<file path="src/rtl/video_capture.sv">
// video_capture: rebuilds 7-dot Apple II/e video cells from the serial VIDEO stream and queues them.
// Latency: a word appears on PIX_* from the load-tick edge that completes it (the FIFO has no bypass).
// Backpressure: 4-entry valid/ready FIFO; a word arriving while full is dropped and OVF latches.
// Ports: CLK_14M/reset (synchronous, active-high); CLK_7M, LDPS_N, WNDW_N, VIDEO follow generator timing;
//        PIX_DATA/PIX_COL/PIX_VALID/PIX_READY carry the word stream; OVF/BITERR are sticky error flags.
module video_capture #(
   parameter int FIFO_AW = 2,
   parameter int COL_W   = 6
) (
   input  logic             CLK_14M,
   input  logic             reset,
   input  logic             CLK_7M,
   input  logic             LDPS_N,
   input  logic             WNDW_N,
   input  logic             VIDEO,
   output logic [6:0]       PIX_DATA,
   output logic [COL_W-1:0] PIX_COL,
   output logic             PIX_VALID,
   input  logic             PIX_READY,
   output logic             OVF,
   output logic             BITERR
);
   localparam int               DEPTH  = 1 << FIFO_AW;
   localparam int               EW     = COL_W + 7;
   localparam logic [FIFO_AW:0] C_FULL = DEPTH[FIFO_AW:0];

   // capture state
   logic [6:0]       r_acc;
   logic [3:0]       r_cnt;
   logic             r_armed;
   logic             r_wlat;
   logic [COL_W-1:0] r_col;

   // fifo state
   logic [EW-1:0]      r_mem [DEPTH];
   logic [FIFO_AW-1:0] r_wp;
   logic [FIFO_AW-1:0] r_rp;
   logic [FIFO_AW:0]   r_count;

   logic r_ovf;
   logic r_biterr;

   logic          w_dot;
   logic          w_load;
   logic          w_push;
   logic          w_pop;
   logic          w_full;
   logic          w_wr;
   logic [6:0]    w_acc;
   logic [3:0]    w_cnt;
   logic [EW-1:0] w_head;

   assign w_dot  = ~CLK_7M;
   assign w_load = w_dot & ~LDPS_N;

   // The dot sampled on a load tick still belongs to the outgoing word, so the
   // pushed word and its dot count are taken from the post-sample values.
   always_comb begin
      w_acc = r_acc;
      if (r_cnt < 4'd7) begin
         w_acc[r_cnt[2:0]] = VIDEO;
      end
   end

   assign w_cnt  = (r_cnt == 4'd8) ? 4'd8 : r_cnt + 4'd1;

   // The window latch holds WNDW_N from the load that started this word.
   assign w_push = w_load & r_armed & ~r_wlat;

   assign w_full = (r_count == C_FULL);
   assign w_pop  = PIX_VALID & PIX_READY;
   // a full FIFO still accepts a word when the head leaves on the same edge
   assign w_wr   = w_push & (~w_full | w_pop);

   always_ff @(posedge CLK_14M) begin
      if (reset) begin
         r_acc   <= '0;
         r_cnt   <= '0;
         r_armed <= 1'b0;
         r_wlat  <= 1'b1;
         r_col   <= '0;
      end else if (w_dot) begin
         if (w_load) begin
            if (w_push) begin
               r_col <= r_col + COL_W'(1);
            end
            // blanking restarts the line; overrides the increment above
            if (WNDW_N) begin
               r_col <= '0;
            end
            r_wlat  <= WNDW_N;
            r_acc   <= '0;
            r_cnt   <= '0;
            r_armed <= 1'b1;
         end else begin
            r_acc <= w_acc;
            r_cnt <= w_cnt;
         end
      end
   end

   always_ff @(posedge CLK_14M) begin
      if (reset) begin
         r_ovf    <= 1'b0;
         r_biterr <= 1'b0;
      end else begin
         if (w_push && w_full && !w_pop) begin
            r_ovf <= 1'b1;
         end
         if (w_push && (w_cnt != 4'd7)) begin
            r_biterr <= 1'b1;
         end
      end
   end

   always_ff @(posedge CLK_14M) begin
      if (reset) begin
         r_wp    <= '0;
         r_rp    <= '0;
         r_count <= '0;
      end else begin
         if (w_wr) begin
            r_wp <= r_wp + FIFO_AW'(1);
         end
         if (w_pop) begin
            r_rp <= r_rp + FIFO_AW'(1);
         end
         case ({w_wr, w_pop})
            2'b10:   r_count <= r_count + 1'b1;
            2'b01:   r_count <= r_count - 1'b1;
            default: r_count <= r_count;
         endcase
      end
   end

   // storage needs no reset: entries are only visible below r_count
   always_ff @(posedge CLK_14M) begin
      if (w_wr) begin
         r_mem[r_wp] <= {r_col, w_acc};
      end
   end

   assign w_head    = r_mem[r_rp];
   assign PIX_VALID = (r_count != '0);
   assign PIX_DATA  = PIX_VALID ? w_head[6:0]    : 7'd0;
   assign PIX_COL   = PIX_VALID ? w_head[EW-1:7] : '0;
   assign OVF       = r_ovf;
   assign BITERR    = r_biterr;

endmodule

</file>
<file path="config.mk">
export PLATFORM = sky130hd
export DESIGN_NAME = video_capture
export DESIGN_NICKNAME = d
export VERILOG_FILES = /design/src/rtl/video_capture.sv
export SDC_FILE = /design/constraint.sdc
export NUM_CORES = 1
export LEC_CHECK = 0
export CELL_PAD_IN_SITES_DETAIL_PLACEMENT = 1
export CELL_PAD_IN_SITES_GLOBAL_PLACEMENT = 1
export CORE_MARGIN = 5
export CORE_UTILIZATION = 52
export DETAILED_ROUTE_END_ITERATION = 8
export PLACE_DENSITY = 0.88
export SLEW_MARGIN = 10
export SYNTH_ARGS = -nofsm -noshare
export SYNTH_HDL_FRONTEND = slang
export SYNTH_SLANG_ARGS = --single-unit
</file>
<file path="constraint.sdc">
create_clock -name CLK_14M -period 5.2 [get_ports CLK_14M]
set_input_delay 0.78 -clock CLK_14M [delete_from_list [all_inputs] [get_ports CLK_14M]]
set_output_delay 0.78 -clock CLK_14M [all_outputs]
set_load 0.01 [all_outputs]
</file>
==> flow_summary.ini <==
[floorplanning]
start_util = 0.534
die_h_um = 93.5
die_area_um2 = 8740
core_um2 = 6790
ios = 23
num_rows = 30
die_width_um = 93.5

[timing]
fin_crit_sh = 0.628
final_max_slew_viol_count = 0
finalSetupTns_ns = 0
tightest_slew_ns = 0.840
rsz0062_at_grt = no
maxSlewHeadroom = 0.439
hold_viol = 0
post-route-min-period_ns = 3.26
fmax_mhz = 306
finClkSkew_ns = 0.00970
setup_viol = 0

[clocking]
cts-hold-fix-buffers = 0
htree_levels = 3
postCtsResizedCells = 0
clock_sinks = 82
postCtsSetupBuffers = 0
cts-root-buf = clkbuf_8
clk_pin_slew_ns = 0.08
cts_buffer_depth = 2
clk-insertion-delay-late_ns = 0.35
cts_buffers = 9
cts_tree = yes

[global_routing]
grt_pass1_vias = 2355
grt_first_pass_wirelength_mm = 12.4
antenna_found_initial = 0
grt_max_degree = 32
grt_use_total = 0.187
grt-ovfl-total = 0

[critical_path]
end_kind = output port
r2r-start = r_count[0]$_SDFFE_PP0P_
reg2reg_slack_ns = 2.83
start_kind = register
rr_endpoint = r_count[2]$_SDFFE_PP0P_
critPathKind = reg2out
cp.arrival_ns = 2.48
cp.required_ns = 4.42
reg2reg_depth = 6
crit_fanout = 13

[yosys]
yosysTopAreaCell = edfxtp_1
synthAdderAreaFrac = 0.0331
synth_area_um2 = 3620
synth.area.top_cells = edfxtp_1 (43%), dfxtp_1 (17%), mux4_2 (8.1%)
synth_xor_area_frac = 0.0145
synth_seq_cells = 82
synth.yosys.seq_area_share = 0.596
yosys.area_share.simple = 0.133
synth_cell_type_count = 46
synth_edf_count = 52
synthCells = 272
synth.avg_cell_area_um2 = 13.3
yosysTopAreaCellShare = 0.431
yosys_warnings = 0
ys.flop_type = edfxtp_1
synth_compound_area_frac = 0.0766
muxShareOfSynthArea = 0.117
synth_nets = 288
synth_top_family_by_area = simple AND/OR/NAND/NOR gates
ys_async_sr_fraction = 0

[final_layout]
drive_gt1_frac = 0.150
syn_to_final_growth_pct = 13.2
insertedDiodeCount = 0
fin_util = 0.604
nets = 305

[detailed_routing]
top_layer_used = met4
met3_length_um = 209
wl_met1_mm = 3.35
antenna_left = 0
dr.pass1.iters = 4
route.detailed.drc = 0
route.met2.wl_mm = 3.63
vias = 2216
vias_per_cell = 5.68
wire_per_inst_um = 18.6
drtIter0Drc = 100
wl_mm = 7.26

[placement]
place_hpwl_mm = 4.97
routabilityCongestion = 0.753
port_buffers = 22

[min_path]
hp-class = reg2reg
holdPathEnd = OVF$_SDFFE_PP0P_
hold_depth = 2
min_from = OVF$_SDFFE_PP0P_

[power]
p_leak_nw = 1.36
peakVddDrop_uv = 197
p_per_area_nw_per_um2 = 300
total_power_w = 0.00123

[outcome]
status = finished clean

[flow_run]
drv_cap = 0
critical path, cell delays in order (launching register included):
cell and delay [ns]:
dfxtp_1 0.88, mux4_2 0.60, and2_1 0.17, clkdlybuf4s50_1 0.48
layer usage:
layer | vias up | track usage
met2 | 36 | 0.313
met3 | 10 | 0.0394
met5 | - | 0
met1 | 1124 | 0.244
met4 | 0 | 0.0549
li1 | 1046 | -
how the worst max path moves through the flow:
stage | slack [ns] | startpoint | cells past startpoint | endpoint
final | 1.94 | register | 3 | PIX_DATA[2]
after global routing | 1.75 | register | 3 | PIX_DATA[2]
after CTS | 1.86 | register | 3 | PIX_DATA[2]
after detailed placement | 1.71 | CLK_7M | 4 | r_mem[1][3]$_DFFE_PP_
after global placement | 1.82 | CLK_7M | 4 | r_mem[1][3]$_DFFE_PP_
after floorplan | 2.71 | LDPS_N | 8 | r_count[2]$_SDFFE_PP0P_
metrics by stage:
stage / worst slack (ns) / hold WS, ns / cell area [um^2] / instances
2_1_floorplan: 2.71 / 0.447 / 3620 / 272
3_3_place_gp: 1.82 / 0.453 / 3890 / 374
3_5_place_dp: 1.71 / 0.469 / 3890 / 374
4_1_cts: 1.86 / 0.488 / 4100 / 390
5_1_grt: 1.75 / 0.504 / 4100 / 390
6_report: 1.94 / 0.478 / 4100 / 390
where the power goes:
group	switching [W]	leakage, nW	total [W]	internal (W)
registers	0.00000723	0.725	0.000696	0.000688
clock network	0.000237	0.103	0.000477	0.000240
logic	0.0000298	0.533	0.0000589	0.0000291
cell usage in the layout, fill, tap and decap left out, types with 3 or more instances in the layout:
master	n
nor2b_1	7
o2111ai_1	4
nor4b_1	3
ha_1	8
nand2_1	7
a21oi_1	12
edfxtp_1	52
nand3_1	9
mux2_2	9
o21ai_0	4
xor2_1	5
a2bb2oi_1	5
dfxtp_1	30
a21o_1	6
clkdlybuf4s50_1	22
mux4_2	13
and2_1	17
clkbuf_8	10
inv_1	7
nor2_1	25
nand2b_1	3
o32ai_1	3
cell families (layout without fill, tap and decap cells):
kind of cell,after synthesis,count (layout)
fa+ha+maj,9,9
simple gates,86,86
xor+xnor,6,6
flops,82,82
compound gates,40,40
buf+inv,24,46
mux,25,25
cells in the mapped netlist, types with 2 or more instances:
library cell	instances
edfxtp_1	52
dfxtp_1	30
nor2_1	25
and2_1	17
clkbuf_1	13
mux4_2	13
a21oi_1	12
mux2_2	9
nand3_1	9
ha_1	8
inv_1	7
nand2_1	7
nor2b_1	7
a21o_1	6
a2bb2oi_1	5
xor2_1	5
o2111ai_1	4
o21ai_0	4
nand2b_1	3
nor4b_1	3
o32ai_1	3
buf_6	2
mux2i_1	2
nor3b_1	2
nor4_1	2
or3_1	2
layout make-up:
| class | count | area [um^2] |
|---|---|---|
| multi-input cells | 166 | 1360 |
| well taps | 96 | 120 |
| repair buffers | 23 | 228 |
| inverters | 7 | 26.3 |
| clock buffers | 10 | 138 |
| clock inverters | 6 | 72.6 |
| fillers | 658 | 2690 |
| flip-flops and latches | 82 | 2160 |
flip-flops by register name, summed over array words and instances, names as in the netlist, named ones only:
name     count
BITERR       1
OVF          1
r_acc        7
r_armed      1
r_cnt        4
r_col        6
r_count      3
r_mem       52
r_rp         2
r_wlat       1
r_wp         2
Note: power is estimated with default switching activity, not from simulation.
